--- src/rtl/load_store_unit_pkg.sv ---
// ============================================================================
// load_store_unit_pkg : shared constants and types for the load/store unit.
// Revision 1.0
// ============================================================================
`default_nettype none

package load_store_unit_pkg;

   localparam int LSU_XLEN = 32;

   localparam logic [2:0] FUNCT3_LB  = 3'b000;
   localparam logic [2:0] FUNCT3_LH  = 3'b001;
   localparam logic [2:0] FUNCT3_LW  = 3'b010;
   localparam logic [2:0] FUNCT3_LBU = 3'b100;
   localparam logic [2:0] FUNCT3_LHU = 3'b101;
   localparam logic [2:0] FUNCT3_SB  = 3'b000;
   localparam logic [2:0] FUNCT3_SH  = 3'b001;
   localparam logic [2:0] FUNCT3_SW  = 3'b010;

   typedef enum logic [2:0] {
      ST_IDLE    = 3'd0,
      ST_REQ_LO  = 3'd1,
      ST_WAIT_LO = 3'd2,
      ST_REQ_HI  = 3'd3,
      ST_WAIT_HI = 3'd4,
      ST_DONE    = 3'd5
   } lsu_state_e;

   typedef enum logic [1:0] {
      SIZE_BYTE = 2'b00,
      SIZE_HALF = 2'b01,
      SIZE_WORD = 2'b10
   } lsu_size_e;

   function automatic logic [3:0] base_mask(input logic [1:0] size);
      case (size)
         SIZE_BYTE: base_mask = 4'b0001;
         SIZE_HALF: base_mask = 4'b0011;
         default:   base_mask = 4'b1111;
      endcase
   endfunction

endpackage

`default_nettype wire

--- src/rtl/load_store_unit_load_align.sv ---
// ============================================================================
// lsu_load_align : extracts a load value from a two-word window and extends it.
// Revision 1.0
// ============================================================================
`default_nettype none

module lsu_load_align
   import load_store_unit_pkg::*;
#(
   parameter int DATA_WIDTH = LSU_XLEN
) (
   input  logic [2*DATA_WIDTH-1:0] data_i,
   input  logic [1:0]              off_i,
   input  logic [2:0]              funct3_i,
   output logic [DATA_WIDTH-1:0]   data_o
);

   logic [DATA_WIDTH-1:0] win;

   always_comb begin
      win    = DATA_WIDTH'(data_i >> {off_i, 3'b000});
      data_o = win;
      case (funct3_i)
         FUNCT3_LB:  data_o = {{(DATA_WIDTH-8){win[7]}}, win[7:0]};
         FUNCT3_LH:  data_o = {{(DATA_WIDTH-16){win[15]}}, win[15:0]};
         FUNCT3_LBU: data_o = {{(DATA_WIDTH-8){1'b0}}, win[7:0]};
         FUNCT3_LHU: data_o = {{(DATA_WIDTH-16){1'b0}}, win[15:0]};
         default:    data_o = win;
      endcase
   end

endmodule

`default_nettype wire

--- src/rtl/load_store_unit.sv ---
// ============================================================================
// load_store_unit : MEM-stage initiator turning load/store requests into
//                   byte-enabled word beats, splitting misaligned accesses.
// Revision 1.0
// ============================================================================
`default_nettype none

module load_store_unit
   import load_store_unit_pkg::*;
#(
   parameter int DATA_WIDTH       = LSU_XLEN,
   parameter int MEM_ADDR_WIDTH   = 30,
   parameter bit ALLOW_MISALIGNED = 1'b1
) (
   input  logic                      clk,
   input  logic                      rst,
   input  logic                      req_valid_i,
   output logic                      req_ready_o,
   input  logic                      re_i,
   input  logic                      we_i,
   input  logic [2:0]                funct3_i,
   input  logic [DATA_WIDTH-1:0]     addr_i,
   input  logic [DATA_WIDTH-1:0]     wr_data_i,
   output logic                      resp_valid_o,
   output logic                      resp_error_o,
   output logic [DATA_WIDTH-1:0]     rd_data_o,
   output logic                      mem_req_o,
   input  logic                      mem_gnt_i,
   output logic                      mem_we_o,
   output logic [MEM_ADDR_WIDTH-1:0] mem_addr_o,
   output logic [3:0]                mem_be_o,
   output logic [DATA_WIDTH-1:0]     mem_wdata_o,
   input  logic                      mem_rvalid_i,
   input  logic [DATA_WIDTH-1:0]     mem_rdata_i
);

   lsu_state_e state_q, state_d;

   logic [DATA_WIDTH-1:0] addr_q, addr_d;
   logic [DATA_WIDTH-1:0] wdata_q, wdata_d;
   logic [DATA_WIDTH-1:0] lo_q, lo_d;
   logic [DATA_WIDTH-1:0] hi_q, hi_d;
   logic [2:0]            funct3_q, funct3_d;
   logic                  we_q, we_d;
   logic                  misal_q, misal_d;
   logic                  err_q, err_d;

   logic                  accept;
   logic [1:0]            req_off;
   logic                  req_misal;
   logic                  req_err;

   logic [MEM_ADDR_WIDTH-1:0] word_lo, word_hi;
   logic [7:0]                m8;
   logic [2*DATA_WIDTH-1:0]   d64;
   logic [DATA_WIDTH-1:0]     load_data;

   assign accept  = req_valid_i && (state_q == ST_IDLE);
   assign req_off = addr_i[1:0];

   always_comb begin
      req_misal = ((funct3_i[1:0] == SIZE_HALF) && (req_off == 2'd3)) ||
                  ((funct3_i[1:0] == SIZE_WORD) && (req_off != 2'd0));
      req_err   = (re_i && we_i) || (!re_i && !we_i) ||
                  (re_i && ((funct3_i == 3'b011) || (funct3_i == 3'b110) ||
                            (funct3_i == 3'b111))) ||
                  (we_i && (funct3_i > FUNCT3_SW)) ||
                  (req_misal && !ALLOW_MISALIGNED);
   end

   always_ff @(posedge clk) begin
      if (rst) begin
         state_q  <= ST_IDLE;
         addr_q   <= '0;
         wdata_q  <= '0;
         lo_q     <= '0;
         hi_q     <= '0;
         funct3_q <= '0;
         we_q     <= 1'b0;
         misal_q  <= 1'b0;
         err_q    <= 1'b0;
      end else begin
         state_q  <= state_d;
         addr_q   <= addr_d;
         wdata_q  <= wdata_d;
         lo_q     <= lo_d;
         hi_q     <= hi_d;
         funct3_q <= funct3_d;
         we_q     <= we_d;
         misal_q  <= misal_d;
         err_q    <= err_d;
      end
   end

   // Request fields latch at acceptance; read words latch on rvalid in WAIT.
   always_comb begin
      addr_d   = addr_q;
      wdata_d  = wdata_q;
      lo_d     = lo_q;
      hi_d     = hi_q;
      funct3_d = funct3_q;
      we_d     = we_q;
      misal_d  = misal_q;
      err_d    = err_q;
      if (accept) begin
         addr_d   = addr_i;
         wdata_d  = wr_data_i;
         funct3_d = funct3_i;
         we_d     = we_i && !re_i;
         misal_d  = req_misal;
         err_d    = req_err;
         hi_d     = '0;
      end
      if ((state_q == ST_WAIT_LO) && mem_rvalid_i) lo_d = mem_rdata_i;
      if ((state_q == ST_WAIT_HI) && mem_rvalid_i) hi_d = mem_rdata_i;
   end

   always_comb begin
      state_d = state_q;
      case (state_q)
         ST_IDLE:    if (accept) state_d = req_err ? ST_DONE : ST_REQ_LO;
         ST_REQ_LO:  if (mem_gnt_i) state_d = !we_q ? ST_WAIT_LO :
                                              (misal_q ? ST_REQ_HI : ST_DONE);
         ST_WAIT_LO: if (mem_rvalid_i) state_d = misal_q ? ST_REQ_HI : ST_DONE;
         ST_REQ_HI:  if (mem_gnt_i) state_d = we_q ? ST_DONE : ST_WAIT_HI;
         ST_WAIT_HI: if (mem_rvalid_i) state_d = ST_DONE;
         ST_DONE:    state_d = ST_IDLE;
         default:    state_d = ST_IDLE;
      endcase
   end

   assign word_lo = addr_q[MEM_ADDR_WIDTH+1:2];
   assign word_hi = word_lo + MEM_ADDR_WIDTH'(1);
   assign m8      = {4'b0000, base_mask(funct3_q[1:0])} << addr_q[1:0];
   assign d64     = {{DATA_WIDTH{1'b0}}, wdata_q} << {addr_q[1:0], 3'b000};

   lsu_load_align #(
      .DATA_WIDTH (DATA_WIDTH)
   ) u_load_align (
      .data_i   ({hi_q, lo_q}),
      .off_i    (addr_q[1:0]),
      .funct3_i (funct3_q),
      .data_o   (load_data)
   );

   // Bus fields are forced to zero outside REQ states so idle outputs stay quiet.
   always_comb begin
      req_ready_o  = (state_q == ST_IDLE);
      resp_valid_o = 1'b0;
      resp_error_o = 1'b0;
      rd_data_o    = '0;
      mem_req_o    = 1'b0;
      mem_we_o     = 1'b0;
      mem_addr_o   = '0;
      mem_be_o     = 4'b0000;
      mem_wdata_o  = '0;
      case (state_q)
         ST_REQ_LO: begin
            mem_req_o   = 1'b1;
            mem_we_o    = we_q;
            mem_addr_o  = word_lo;
            mem_be_o    = m8[3:0];
            mem_wdata_o = d64[DATA_WIDTH-1:0];
         end
         ST_REQ_HI: begin
            mem_req_o   = 1'b1;
            mem_we_o    = we_q;
            mem_addr_o  = word_hi;
            mem_be_o    = m8[7:4];
            mem_wdata_o = d64[2*DATA_WIDTH-1:DATA_WIDTH];
         end
         ST_DONE: begin
            resp_valid_o = 1'b1;
            resp_error_o = err_q;
            rd_data_o    = err_q ? '0 : load_data;
         end
         default: ;
      endcase
   end

endmodule

`default_nettype wire

--- config.mk ---
export PLATFORM = sky130hd
export DESIGN_NAME = load_store_unit
export DESIGN_NICKNAME = d
export VERILOG_FILES = /design/src/rtl/load_store_unit_pkg.sv /design/src/rtl/load_store_unit_load_align.sv /design/src/rtl/load_store_unit.sv
export SDC_FILE = /design/constraint.sdc
export NUM_CORES = 1
export LEC_CHECK = 0
export ABC_CLOCK_PERIOD_IN_PS = 2100
export CAP_MARGIN = 15
export CORE_MARGIN = 2
export CORE_UTILIZATION = 49
export DETAILED_ROUTE_END_ITERATION = 7
export PLACE_DENSITY_LB_ADDON = 0.3
export SETUP_SLACK_MARGIN = 0.02
export SYNTH_ARGS = -nofsm -noshare
export SYNTH_HDL_FRONTEND = slang
export SYNTH_SLANG_ARGS = --single-unit
export TNS_END_PERCENT = 50
--- constraint.sdc ---
create_clock -name clk -period 2.1 [get_ports clk]
set_input_delay 0.315 -clock clk [delete_from_list [all_inputs] [get_ports clk]]
set_output_delay 0.315 -clock clk [all_outputs]
set_load 0.02 [all_outputs]
# --- Word-level counts from Yosys, hierarchy flattened ---
# Cells that the tools add are included.
totals:
  ff_bits: 137
  output_inout_bits: 103
  word_cells: 82
op_classes:
  n_addsub: 1
  order_cmp: 1
  eq_ne: 20
  n_shift: 3
  mux: 23
  n_reduce_logical: 25
op_table:
  columns: ["cell", "n"]
  rows:
  - ["$mux W32", 4]
  - ["$pmux W32 S4", 1]
  - ["$pmux W32 S2", 1]
  - ["$shl A32 B5 Y64", 1]
  - ["$shr A64 B5 Y32", 1]
  - ["$pmux W30 S2", 1]
  - ["$add A30 B1 Y30 const B", 1]
  - ["$mux W3", 8]
  - ["$eq A3 B3 Y1 const B", 6]
  - ["$pmux W4 S2", 2]
  - ["$pmux W3 S5", 1]
  - ["$logic_and A1 B1 Y1", 10]
  - ["$eq A3 B2 Y1 const B", 3]
  - ["$ne A2 B2 Y1 const B", 4]
  - ["$shl A4 B2 Y8", 1]
  - ["$eq A3 B1 Y1 const B", 2]
  - ["$logic_not A3 Y1", 2]
  - ["$logic_or A1 B1 Y1", 6]
  - ["$mux W1", 5]
  - ["$reduce_and A5 Y1", 1]
  - ["$eq A2 B1 Y1 const B", 2]
  - ["$eq A2 B2 Y1 const B", 2]
  - ["$reduce_bool A2 Y1", 2]
  - ["$gt A3 B2 Y1 const B", 1]
  - ["other kinds (4)", 5]

# --- Logic depth before layout (Yosys ltp) ---
depth:
  word_depth: 9
  ltp_mapped: 7
  mapped_depth_nobuf: 5

# --- Cells and area by module ---
# From an unflattened synthesis, not the netlist that was laid out.
unflattened:
  cells_unflattened: 1050
  hier_area_um2: 8059.0
by_module_without_submodules:
  columns: ["module", "instances", "cells_each", "area_per_inst_um2", "seq_area_each_um2"]
  rows:
  - ["load_store_unit", 1, 949, 6939.2, 2742.6]
  - ["lsu_load_align", 1, 101, 1119.8, 0.0]

# --- Worst setup path before layout ---
# OpenSTA, ideal clock, no wires.
synth_path:
  path_kind: "register to output"
  startpoint: "register addr_q[2]"
  endpoint: "output mem_addr_o[16]"
  t_arrival_ns: 1.839
  path_slack_ns: -0.054
  stages_incl_launch_ff: 6
  path_buffers: 0
  cell_sequence: "dfxtp_1 > ha_1 > nand2_1 > or4_4 > or3_1 > a21oi_1"
synth_via:
  elab_chain_len: 2
synth_rtl:
  columns: ["item", "line", "source"]
  rows:
  - ["start: declaration", "load_store_unit.sv:39", "logic [DATA_WIDTH-1:0] addr_q, addr_d;"]
  - ["start signal: assignment", "load_store_unit.sv:84", "addr_q <= addr_d;"]
  - ["$add A30 B1 Y30", "load_store_unit.sv:133", "assign word_hi = word_lo + MEM_ADDR_WIDTH'(1);"]
  - ["$pmux W30 S2", "load_store_unit.sv:157", "case (state_q)"]
  - ["end: declaration", "load_store_unit.sv:30", "output logic [MEM_ADDR_WIDTH-1:0] mem_addr_o,"]
# Every way passes these cells.

# --- Worst setup path after layout ---
layout_path:
  startpoint: "register addr_q[13]"
  endpoint: "output mem_addr_o[18]"
# Same word-level chain as after synthesis.

==> key figures <==
Timing
  • Worst Max-Slew Pin Slew: 0.594 ns
  • Final worst slack: -0.354 ns
  • RSZ-0062 raised after global routing: yes
  • Period Utilization, post-route: 117%
  • Final setup vio count: 90
  • Rel. slew slack: 60.4%
  • Period minus WS final: 2.45 ns
  • Max Clock Skew: 0.00876 ns
  • Worst hold margin: 0.391 ns
  • Final Hold Fails: 0
  • Fin. max-slew vios: 0
  • Max Fclk: 408 MHz

Finish
  • Share of layout cells above drive strength 1: 31.0%
  • Final #Nets: 1439
  • Area grow syn2layout: 57.6%
  • Ant diodes: 0

Clock tree
  • Clk_lat worst skew: 0.42 ns
  • # H-tree levels: 4
  • CTS Buf Count: 17
  • Clk sinks: 129
  • CTS tree: built
  • Clock tree buffer depth: 2
  • CTS clk-pin slew, worst paths: 0.05 ns
  • Post-CTS Hold Fix Bufs: 0
  • Root buffer cell: clkbuf_16

Synthesis
  • Largest family of logic cells by synthesized area: simple AND/OR/NAND/NOR gates
  • Most instantiated cells after synthesis: nand2_1 (288), a21oi_1 (182), dfxtp_1 (129)
  • Top cell type by total area after synthesis: dfxtp_1
  • Post-Synth XOR/XNOR Area: 1.27%
  • Syn Area/Cell: 7.11 um^2
  • Post-synthesis mux area share: 9.73%
  • Post-Synth Adder-Cell Area: 0.330%
  • Synth Warn #: 0
  • Register area share after synthesis: 34.1%
  • Top-count cell post-synth: nand2_1
  • Compound-cell area share of the yosys netlist: 21.2%
  • Cells after Synth: 1065
  • Post-synthesis cell area: 7580 um^2
  • Post-synth ARST share: 0%
  • Top FF cell, synth: dfxtp_1
  • Synth area leaders: dfxtp_1 (34%), nand2_1 (14%), a21oi_1 (12%), mux2i_1 (7.8%), clkbuf_1 (3.2%)
  • Synth Area in Simple Gates: 28.0%
  • Post-synth EDFFs: 0
  • Count of different cell masters after synthesis: 59
  • Yosys top cell area share: 34.1%
  • Syn_nets: 1173
  • Post-synthesis register bit count: 129

Critical path
  • Worst EP required: 1.78 ns
  • Reg-to-Reg End: addr_q[13]$_SDFFE_PP0P_
  • RR Startpoint: state_q[1]$_SDFFE_PP0P_
  • Arrival time at the worst endpoint: 2.14 ns
  • Worst R2R Setup Slack: 0.21 ns
  • Crit start category: flop
  • R2R cell count: 7
  • Slowest stage delay, CP: 0.51 ns
  • Worst-path fanout max: 13
  • Crit. End Element: output port
  • CP cell instances: and4_4, nand4_1, buf_6, or4_4, a21oi_2, buf_4
  • Slowest-stage cell, CP: or4_4
  • CP Class: reg2out

Floorplanning
  • Die W: 128 um
  • Core area: 15100 um^2
  • Num ports: 209
  • Die area: 16500 um^2
  • Row count: 45
  • Chip height: 128 um
  • Starting density of the core: 50.0%

Min path
  • Worst hold start: rst
  • WHS Path Cells: 2
  • Hold crit path type: in2reg
  • Hold Path Sink: addr_q[16]$_SDFFE_PP0P_

Placed design
  • Place WS: -0.461 ns
  • RePlAce Congestion: 0.914
  • Port Buffers: 208
  • Detailed Place HPWL: 18200 um

Drt
  • Via Count: 9395
  • Initial DRC count: 1029
  • Post-DRT Antenna Nets: 0
  • Drt drc: 0
  • Total Routed Length: 28800 um
  • Vias per inst: 6.15
  • Routed WL per cell: 18.9 um
  • DR pass1 iterations: 8

Run status
  • Status: finished, violations left
  • Failing checks: negative setup slack

Run
  • Max_cap viols: 0

Global routing
  • Initial antenna violation count: 0
  • Pin count of the biggest net entering global routing: 52
  • GRT Residual Overflow: 0
  • First-pass GRT wire length: 43200 um
  • Global Route Usage Sum: 32.6%
  • Vias in the first global route: 8674

Power
  • P_leak: 4.45 nW
  • Peak supply drop: 640 uV
  • Total power: 0.00999 W
  • Pwr Density: 837 nW/um^2
-- logic make-up (layout without fill, tap and decap cells) --
| family | Yosys count | in the layout |
|---|---|---|
| XOR/XNOR | 11 | 11 |
| adder cells (fa/ha/maj) | 2 | 2 |
| AND/OR/NAND/NOR | 469 | 469 |
| buffers and inverters | 100 | 375 |
| AO/OA/AOI/OAI | 284 | 284 |
| multiplexers | 70 | 70 |
| flip-flops | 129 | 129 |
-- registers in the layout, summed over array words and instances, names as in the netlist --
| name | count |
|---|---|
| addr_q | 32 |
| state_q | 3 |
| hi_q | 24 |
| we_q | 1 |
| misal_q | 1 |
| wdata_q | 32 |
| err_q | 1 |
| lo_q | 32 |
| funct3_q | 3 |
-- metal layers --
| layer | routed length [um] | up-vias | global-route usage, % |
|---|---|---|---|
| li1 | - | 4244 | - |
| met1 | 11000 | 4402 | 40.7 |
| met4 | 1360 | 0 | 16.0 |
| met3 | 2550 | 127 | 6.57 |
| met2 | 13900 | 622 | 54.0 |
| met5 | 0 | - | 0 |
-- critical path: cells and delay by family, from the launching register on --
| kind | cells | cell delay [ns] |
|---|---|---|
| simple gates | 3 | 0.86 |
| compound gates | 1 | 0.15 |
| buf+inv | 2 | 0.32 |
| flops | 1 | 0.38 |
-- report_power, final --
part | switching, W | internal [W]
logic | 0.00224 | 0.00168
registers | 0.000351 | 0.00278
clock network | 0.00105 | 0.00187
total | 0.00365 | 0.00634
-- layout make-up --
| cell class | instances | area (um^2) |
|---|---|---|
| multi-input cells | 836 | 5270 |
| flip-flops and latches | 129 | 2630 |
| fillers | 996 | 3210 |
| well taps | 188 | 235 |
| inverters | 10 | 38.8 |
| repair buffers | 337 | 3180 |
| clock inverters | 6 | 80.1 |
| clock buffers | 22 | 495 |
-- stage by stage --
stage	TNS, ns	utilization [%]	instances	instance area, um^2
floorplan	0	-	1065	7590
global placement	-23.29	69.3	1485	10500
detailed placement	-24.90	69.3	1485	10500
CTS	-16.82	75.3	1518	11400
global route	-24.43	78.8	1528	11900
finish	-19.76	78.8	1528	11900
-- worst max path at each step --
| stage | start | to | slack, ns |
|---|---|---|---|
| 2_1_floorplan | funct3_q[0]$_SDFFE_PP0P_ | rd_data_o[10] | 0.02 |
| 3_3_place_gp | state_q[1]$_SDFFE_PP0P_ | mem_addr_o[29] | -0.43 |
| 3_5_place_dp | state_q[1]$_SDFFE_PP0P_ | mem_addr_o[29] | -0.46 |
| 4_1_cts | addr_q[1]$_SDFFE_PP0P_ | rd_data_o[19] | -0.33 |
| 5_1_grt | addr_q[1]$_SDFFE_PP0P_ | rd_data_o[22] | -0.41 |
| 6_report | addr_q[13]$_SDFFE_PP0P_ | mem_addr_o[18] | -0.35 |
-- timing repair --
action,in CTS,in global routing
gates cloned,2,1
endpoints found under the hold margin,0,0
buffers inserted,3,9
pin swaps,15,18
resized for setup,607,143
endpoints found under the setup margin,103,101
-- layout by cell type, fill, tap and decap left out, types with 5 or more instances in the layout --
cell type        synthesis  final
nand2_1                288    287
a21oi_1                182    161
buf_4                    0    134
dfxtp_1                129    108
clkdlybuf4s50_1          0    104
buf_6                    0     61
mux2i_1                 59     43
nor2_1                  43     41
nand3_1                 40     38
clkbuf_16                0     19
a21oi_2                  0     18
o21ai_0                 34     15
nand4_1                 14     14
buf_2                   22     14
o21ai_2                  0     13
dfxtp_2                  0     11
and3_1                  13     10
nor2b_1                 12     10
dfxtp_4                  0     10
or4_4                    2      9
xor2_1                   9      9
a211oi_1                17      9
buf_12                   0      9
inv_1                    8      8
or3_4                    0      8
a22o_1                   8      8
o2bb2ai_2                0      8
mux2i_2                  0      8
o31ai_1                  8      8
mux2i_4                  0      8
mux2_2                   9      8
a211oi_2                 0      8
nand2b_1                 9      7
clkinv_2                 0      5
o21ai_1                  1      5
and2_1                   7      5
clkdlybuf4s15_2          0      5
(Power assumes the default switching activity.)
